File: config.mk
export PLATFORM = sky130hd
export DESIGN_NAME = param_lifo
export DESIGN_NICKNAME = d
export VERILOG_FILES = /design/src/rtl/lifo_pkg.sv /design/src/rtl/lifo_mem.sv /design/src/rtl/param_lifo.sv
export SDC_FILE = /design/constraint.sdc
export NUM_CORES = 1
export LEC_CHECK = 0
export CAP_MARGIN = 40
export CORE_AREA = 2 2 123 125
export CTS_CLUSTER_SIZE = 16
export DETAILED_ROUTE_END_ITERATION = 10
export DIE_AREA = 0 0 125 127
export HOLD_SLACK_MARGIN = 0.05
export PLACE_DENSITY_LB_ADDON = 0.15
export SYNTH_ARGS = -nofsm -noshare
export SYNTH_HDL_FRONTEND = slang
export SYNTH_SLANG_ARGS = --single-unit
export TNS_END_PERCENT = 50
File: constraint.sdc
create_clock -name Clk -period 4.5 [get_ports Clk]
set_clock_uncertainty 0.15 [all_clocks]
set_input_delay 0.675 -clock Clk [delete_from_list [all_inputs] [get_ports Clk]]
set_output_delay 0.675 -clock Clk [all_outputs]
set_load 0.01 [all_outputs]
File: src/rtl/lifo_pkg.sv
// Shared definitions for the parametrised LIFO: operation encoding and
// the width helper used to size the occupancy counter and storage address.
package lifo_pkg;

   typedef enum logic [2:0] {
      OP_NONE    = 3'd0,
      OP_PUSH    = 3'd1,
      OP_POP     = 3'd2,
      OP_REPLACE = 3'd3,
      OP_BYPASS  = 3'd4
   } lifo_op_e;

   // Smallest bit count able to represent the value 'depth'.
   function automatic int unsigned cnt_width(input int unsigned depth);
      int unsigned w;
      w = 1;
      while ((32'd1 << w) <= depth) w = w + 1;
      return w;
   endfunction

   // Refused pushes (full) and refused pops (empty) decode to OP_NONE.
   function automatic lifo_op_e decode_op(input logic push, input logic pop,
                                          input logic empty, input logic full);
      lifo_op_e op;
      case ({push, pop})
         2'b10:   op = full  ? OP_NONE   : OP_PUSH;
         2'b01:   op = empty ? OP_NONE   : OP_POP;
         2'b11:   op = empty ? OP_BYPASS : OP_REPLACE;
         default: op = OP_NONE;
      endcase
      return op;
   endfunction

endpackage

File: src/rtl/lifo_mem.sv
// DEPTH x WIDTH register array with one synchronous write port and one
// asynchronous read port. Contents are not reset.
module lifo_mem #(
   parameter int WIDTH = 8,
   parameter int DEPTH = 16,
   parameter int AW    = 4
) (
   input  logic             Clk,
   input  logic             we,
   input  logic [AW-1:0]    waddr,
   input  logic [WIDTH-1:0] wdata,
   input  logic [AW-1:0]    raddr,
   output logic [WIDTH-1:0] rdata
);

   logic [WIDTH-1:0] mem_r [DEPTH];

   // Storage write port
   always_ff @(posedge Clk) begin
      if (we) begin
         mem_r[waddr] <= wdata;
      end
   end

   // Addresses beyond DEPTH-1 exist only for non-power-of-two depths
   assign rdata = (int'(raddr) < DEPTH) ? mem_r[raddr] : {WIDTH{1'b0}};

endmodule

File: src/rtl/param_lifo.sv
// Parametrised LIFO stack controller: occupancy count, status flags, sticky
// error flags and the registered pop output. Storage lives in lifo_mem.
module param_lifo
   import lifo_pkg::*;
#(
   parameter  int WIDTH    = 8,
   parameter  int DEPTH    = 16,
   parameter  int AF_LEVEL = DEPTH - 2,
   parameter  int AE_LEVEL = 2,
   localparam int CNT_W    = cnt_width(DEPTH)
) (
   input  logic             Clk,
   input  logic             Rst,
   input  logic             clear,
   input  logic             push,
   input  logic             pop,
   input  logic [WIDTH-1:0] data_in,
   output logic [WIDTH-1:0] data_out,
   output logic             out_valid,
   output logic [WIDTH-1:0] top,
   output logic [CNT_W-1:0] count,
   output logic             empty,
   output logic             full,
   output logic             almost_empty,
   output logic             almost_full,
   output logic             overflow,
   output logic             underflow
);

   localparam int AW = cnt_width(DEPTH - 1);

   logic [CNT_W-1:0] count_r;
   logic [WIDTH-1:0] data_out_r;
   logic             out_valid_r;
   logic             overflow_r;
   logic             underflow_r;
   logic             empty_s;
   logic             full_s;
   logic             ovf_s;
   logic             unf_s;
   lifo_op_e         op_s;
   logic             we_s;
   logic [AW-1:0]    waddr_s;
   logic [AW-1:0]    top_idx_s;
   logic [WIDTH-1:0] rdata_s;

   assign empty_s   = (count_r == {CNT_W{1'b0}});
   assign full_s    = (count_r == CNT_W'(DEPTH));
   // Low bits of count-1 still address DEPTH-1 when DEPTH is a power of two
   assign top_idx_s = count_r[AW-1:0] - AW'(1'b1);
   assign op_s      = decode_op(push, pop, empty_s, full_s);
   assign ovf_s     = push & ~pop & full_s;
   assign unf_s     = pop & ~push & empty_s;

   // Storage write control: append on push, overwrite top on replace
   always_comb begin
      we_s    = 1'b0;
      waddr_s = count_r[AW-1:0];
      if (clear) begin
         we_s = 1'b0;
      end else if (op_s == OP_PUSH) begin
         we_s    = 1'b1;
         waddr_s = count_r[AW-1:0];
      end else if (op_s == OP_REPLACE) begin
         we_s    = 1'b1;
         waddr_s = top_idx_s;
      end else begin
         we_s = 1'b0;
      end
   end

   lifo_mem #(
      .WIDTH (WIDTH),
      .DEPTH (DEPTH),
      .AW    (AW)
   ) u_mem (
      .Clk   (Clk),
      .we    (we_s),
      .waddr (waddr_s),
      .wdata (data_in),
      .raddr (top_idx_s),
      .rdata (rdata_s)
   );

   // Occupancy, pop output register and sticky error flags
   always_ff @(posedge Clk or negedge Rst) begin
      if (!Rst) begin
         count_r     <= {CNT_W{1'b0}};
         data_out_r  <= {WIDTH{1'b0}};
         out_valid_r <= 1'b0;
         overflow_r  <= 1'b0;
         underflow_r <= 1'b0;
      end else if (clear) begin
         count_r     <= {CNT_W{1'b0}};
         out_valid_r <= 1'b0;
         overflow_r  <= 1'b0;
         underflow_r <= 1'b0;
      end else begin
         case (op_s)
            OP_PUSH: begin
               count_r     <= count_r + CNT_W'(1'b1);
               out_valid_r <= 1'b0;
            end
            OP_POP: begin
               count_r     <= count_r - CNT_W'(1'b1);
               data_out_r  <= rdata_s;
               out_valid_r <= 1'b1;
            end
            OP_REPLACE: begin
               data_out_r  <= rdata_s;
               out_valid_r <= 1'b1;
            end
            OP_BYPASS: begin
               data_out_r  <= data_in;
               out_valid_r <= 1'b1;
            end
            default: begin
               out_valid_r <= 1'b0;
            end
         endcase
         overflow_r  <= overflow_r | ovf_s;
         underflow_r <= underflow_r | unf_s;
      end
   end

   assign count        = count_r;
   assign data_out     = data_out_r;
   assign out_valid    = out_valid_r;
   assign overflow     = overflow_r;
   assign underflow    = underflow_r;
   assign empty        = empty_s;
   assign full         = full_s;
   assign almost_empty = (int'(count_r) <= AE_LEVEL);
   assign almost_full  = (int'(count_r) >= AF_LEVEL);
   assign top          = empty_s ? {WIDTH{1'b0}} : rdata_s;

endmodule

# Yosys cells after proc, flatten, opt, wreduce, memory -nomap -nowiden
# Memories as Yosys holds them, arrays and structs flattened.
# Index checks and enable logic that the tools add are counted.
[word_totals]
memories = 1
input_bits = 13
ff_bits = 16
output_inout_bits = 28
ram_bits = 128
[classes]
bitwise = 9
n_eq_ne = 8
n_mux = 20
reduce_logical = 6
n_lt_le_gt_ge = 2
n_addsub = 3
[mem_list]
columns = ["memory", "depth", "width", "rd", "rd_clocked_by_memory_dff", "wr", "line_no", "rtl"]
rows = [
  ["u_mem.mem_r", 16, 8, 1, 0, 1, "lifo_mem.sv:16", "logic [WIDTH-1:0] mem_r [DEPTH];"],
]
[op_table]
columns = ["op", "n"]
rows = [
  ["8-bit one-hot mux with 2 select lines", 1],
  ["4-bit 2-to-1 mux", 3],
  ["1-bit 2-to-1 mux", 10],
  ["5-bit one-hot mux with 2 select lines", 1],
  ["3-bit one-hot mux with 3 select lines", 1],
  ["8-bit 2-to-1 mux", 1],
  ["3-bit by 2-bit equality test with 1-bit output (second input constant)", 2],
  ["5-bit by 1-bit adder with 5-bit output (second input constant)", 1],
  ["5-bit equality test (second input constant)", 1],
  ["5-bit by 4-bit greater-or-equal comparator with 1-bit output (second input constant)", 1],
  ["5-bit by 2-bit <= comparator with 1-bit output (second input constant)", 1],
  ["5-bit zero test", 1],
  ["5-bit 2-to-1 mux", 1],
  ["5-bit by 1-bit subtractor with 5-bit output (second input constant)", 1],
  ["1-bit bitwise AND", 4],
  ["2-bit equality test (second input constant)", 2],
  ["4-bit by 1-bit subtractor with 4-bit output (second input constant)", 1],
  ["3-bit by 1-bit equality test with 1-bit output (second input constant)", 1],
  ["3-bit equality test (second input constant)", 1],
  ["3-bit 2-to-1 mux", 1],
  ["1-bit inverter", 3],
  ["3-bit nonzero test", 1],
  ["3-bit OR reduction", 1],
  ["2-bit by 1-bit equality test with 1-bit output (second input constant)", 1],
  ["other kinds (5)", 6],
]

# Depth between registers and ports, before layout
[depth]
ltp_word = 9
depth_mapped = 13
depth_no_buf = 11

# Modules after synthesis
# Synthesis repeated with hierarchy kept, for this count alone.
[hier_totals]
cells_unflattened = 346
area_unflattened_um2 = 6129.6
[modules_own_cells]
columns = ["mod", "area_per_inst_um2", "cells_each", "n_inst"]
rows = [
  ["lifo_mem", 4987.3, 221, 1],
  ["param_lifo", 1142.3, 125, 1],
]

# Worst setup path after synthesis
# Ideal clock, no wire load.
[synth_path]
kind = "register to register"
start = "reg count_r[0], in the netlist count[0]"
end = "mem u_mem.mem_r[15][0], enable pin"
slack_ns = 1.312
required_time_ns = 3.965
stages_incl_launch_ff = 11
arrival_ns = 2.653
n_path_buf = 2
path_cell_list = "dfrtp_1 -> inv_2 -> buf_2 -> ha_1 -> or4b_4 -> buf_6 -> clkinv_8 -> nor3_4 -> nor3_2 -> a21oi_1 -> nor3b_1"
[synth_between]
elab_chain_len = 9
word_cells_on_any_way = 17
[synth_rtl]
columns = ["element", "line_no", "rtl"]
rows = [
  ["start: declaration", "param_lifo.sv:32", "logic [CNT_W-1:0] count_r;"],
  ["start signal: assignment", "param_lifo.sv:88", "count_r <= {CNT_W{1'b0}};"],
  ["start signal: assignment", "param_lifo.sv:94", "count_r <= {CNT_W{1'b0}};"],
  ["start signal: assignment", "param_lifo.sv:101", "count_r <= count_r + CNT_W'(1'b1);"],
  ["5-bit equality test / 5-bit zero test (equally long branches)", "param_lifo.sv:48, param_lifo.sv:47", ""],
  ["1-bit 2-to-1 mux (tied with other cells)", "lifo_pkg.sv:26", "2'b10: op = full ? OP_NONE : OP_PUSH;"],
  ["3-bit one-hot mux with 3 select lines", "lifo_pkg.sv:25", "case ({push, pop})"],
  ["3-bit by 2-bit equality test with 1-bit output", "param_lifo.sv:64", "end else if (op_s == OP_REPLACE) begin"],
  ["1-bit 2-to-1 mux", "param_lifo.sv:64", ""],
  ["1-bit 2-to-1 mux", "param_lifo.sv:61", "end else if (op_s == OP_PUSH) begin"],
  ["1-bit 2-to-1 mux", "param_lifo.sv:59", "if (clear) begin"],
  ["1-bit 2-to-1 mux", "lifo_mem.sv:20", "if (we) begin"],
  ["1-bit 2-to-1 mux (implied by the code)", "lifo_mem.sv:21", "mem_r[waddr] <= wdata;"],
  ["end: declaration", "lifo_mem.sv:16", ""],
]
# Several ways; a longest one is shown, not always the timed one.

# Worst setup path after layout
[layout_path]
start = "reg count_r[1], in the netlist count[1]"
end = "out top[2]"
[layout_between]
elab_chain_len = 3
word_cells_on_any_way = 4
[layout_rtl]
columns = ["element", "line_no", "rtl"]
rows = [
  ["4-bit by 1-bit subtractor with 4-bit output", "param_lifo.sv:50", "assign top_idx_s = count_r[AW-1:0] - AW'(1'b1);"],
  ["memory read 16 x 8 bit", "-", ""],
  ["8-bit 2-to-1 mux *", "param_lifo.sv:135", "assign top = empty_s ? {WIDTH{1'b0}} : rdata_s;"],
  ["end: declaration", "param_lifo.sv:20", "output logic [WIDTH-1:0] top,"],
]
# Every way passes the cells marked *; elsewhere a longest branch is shown, timed or not.

==> run summary <==
Outcome: complete, no violations
Initial Util: 0.4473
Avg Cell Area, Syn: 13.85 sq um
# placed instances: 673
PwrDens: 566.7 nW/um^2
FF+latch count, synth: 144
Die Span Y: 127 um
H-tree depth: 4
Routed WL: 15470 um
Cells after Synth: 466
Critical Path Start Type: flop
First drt pass iteration count: 5
Max_slew headroom: 0.4351
Critical Path End Type: output pin
Async SR Flop Fraction: 0.1111
Pre-CTS setup slack: 512.9 ps
# fillers: 1213
Minimum hold slack: 345.7 ps
Crit path time final: 4361 ps
Antenna Nets Post-Route: 0
Vias in the first global route: 3878
Antenna fix cells: 0
Layout area overhead: 19.27%
CP max FO: 27
Cell area after synthesis: 6452 sq um
Primary FF master, synth: edfxtp_1
CTS tree: built
Via Count: 3949
Routed vias/inst: 5.601
Initial antenna violation count: 0
Share of cells above drive strength 1: 0.1248
Synth area leader: edfxtp_1
Routed WL per cell: 21.95 um
Cts hold-fix bufs: 0
Post-synth EDFFs: 128
Peak VDD IR: 0.3385 mV
Max-slew violations: 0
Least-Margin Pin Slew: 844.2 ps
Clock sinks: 144
Setup TNS: 0 ps
Post-Layout Inst Area: 7696 sq um
P_leak: 2.660 nW
Fmax: 229.3 MHz
Port Buffers: 40
Layout Cells excl Fill: 705
Final WS setup: 139.4 ps
Max-Cap Viols: 0
Worst min path class: flop to flop
Clock buffer depth: 2
Top-area cell type share of the netlist area: 0.5957
Worst Path Arrival: 3540 ps
CTS Buf Count: 17
Die width: 125 um
Post-synth cell types: 47
Detailed-route DRC error count: 0
GRT Overall Usage: 0.2011
Grt total ovfl: 0
Largest net degree at the start of global routing: 42
Final period utilization: 0.9690
Synth top area cells: edfxtp_1, mux2i_1, dfrtp_1
Core footprint: 14420 sq um
Placed Area: 7074 sq um
First-pass GRT wire length: 23470 um
Synth warn: 0
Final Util: 0.5336
Clock-pin slew on the worst setup and hold paths: 60 ps
Initial DRC count: 334
Critical path type: flop to output pin
Data required, critical path: 3670 ps
Pwr Total: 4.362 mW
Seq/Total Area, Yosys: 0.6577
I/O Pins: 41
Post-Syn Nets: 486
Final setup fails: 0
RSZ-0062 raised after global routing: no
Worst skew pair latency: 420 ps
Nets: 529
Rows: 44
Die area: 15880 sq um
DP HPWL: 10290 um
Final Wtd Congestion: 0.8067
CTS root buf: clkbuf_16
Final Hold Vio Count: 0
-- where the power goes --
part           switching, mW  internal (mW)  total (mW)
Combinational          0.774          0.593        1.37
Clock                  0.511          0.917        1.43
Sequential            0.0458           1.52        1.57
-- cells by family (layout without fill, tap and decap cells) --
group / after synthesis / after routing / synth area share
AO/OA/AOI/OAI: 47 / 47 / 0.04324
XOR/XNOR: 7 / 7 / 0.01067
adder cells (fa/ha/maj): 7 / 7 / 0.01474
buffers and inverters: 38 / 93 / 0.03122
flip-flops: 144 / 144 / 0.6577
multiplexers: 74 / 74 / 0.1183
AND/OR/NAND/NOR: 149 / 149 / 0.1241
-- area by class of cell --
class / count / area [sq um] / area share
Timing Repair Buffer: 54 / 534.3 / 0.06942
Inverter: 8 / 42.54 / 0.005528
Multi-Input combinational cell: 284 / 2046 / 0.2658
Tap cell: 184 / 230.2 / 0.02991
Clock inverter: 12 / 166.4 / 0.02162
Clock buffer: 19 / 432.9 / 0.05625
Sequential cell: 144 / 4244 / 0.5515
-- registers in the layout, summed over array words and instances (netlist names) --
signal	count
u_mem.mem_r	128
data_out	8
count	5
out_valid	1
overflow	1
underflow	1
-- what timing repair did --
action / 4_1_cts / 5_1_grt
resized for setup: 0 / 1
setup buffers: 0 / 1
endpoints found under the setup margin: 0 / 7
-- Yosys cell counts (2+ instances only) --
master,n
buf_1,2
mux2i_1,65
a31oi_1,2
nand3_1,66
buf_6,2
nor3_1,3
dfrtp_1,16
mux2_2,8
a21o_1,2
o22ai_1,8
nor3_2,4
nor3b_1,3
nand2_1,7
buf_4,6
inv_1,6
nor2_1,36
o21ai_0,5
xnor2_1,5
edfxtp_1,128
ha_1,6
a21oi_1,23
nand4_1,17
buf_2,7
nand2b_1,4
clkbuf_1,13
-- cell usage in the layout, fill, tap and decap left out, types with 4 or more instances in the layout --
master / instances
nand4_1: 17
nand2_1: 7
xnor2_1: 4
nand3_1: 66
edfxtp_1: 128
clkbuf_16: 17
dfrtp_1: 16
nor3_2: 4
clkdlybuf4s50_1: 40
o21ai_0: 5
nand2b_1: 4
mux2i_1: 65
o22ai_1: 8
nor2_1: 36
a21oi_1: 23
ha_1: 5
inv_1: 6
bufinv_16: 4
mux2_2: 8
buf_4: 11
-- worst max-delay path, stage by stage, from the launching register on --
cell and delay (ps):
dfrtp_1 600, inv_1 280, ha_4 500, buf_12 260, mux2i_1 180, nand3_1 130, nand4_1 150, mux2_2 340
nor2_1 110, clkdlybuf4s50_1 540
-- worst paths after layout --
check	startpoint	endpoint	slack (ps)	depth (start not counted)
setup / recovery	count[1]$_DFFE_PN0P_	top[2]	140	9
hold / removal	underflow$_DFF_PN0_	underflow$_DFF_PN0_	350	2
setup reg to reg	count[1]$_DFFE_PN0P_	u_mem.mem_r[11][2]$_DFFE_PP_	980	8
hold reg to reg	underflow$_DFF_PN0_	underflow$_DFF_PN0_	350	2
max in group asynchronous	Rst	data_out[3]$_DFFE_PN0P_	3210	1
min in group asynchronous	Rst	count[4]$_DFFE_PN0P_	530	1
-- layer usage --
metal / routed length, um / global-route usage / part of all wire
met5: 0 / 0 / 0
met4: 165 / 0.07255 / 0.011
met3: 789 / 0.04104 / 0.051
met2: 7908 / 0.3395 / 0.51
met1: 6611 / 0.2603 / 0.43
Power figures use the tool's default switching activity.
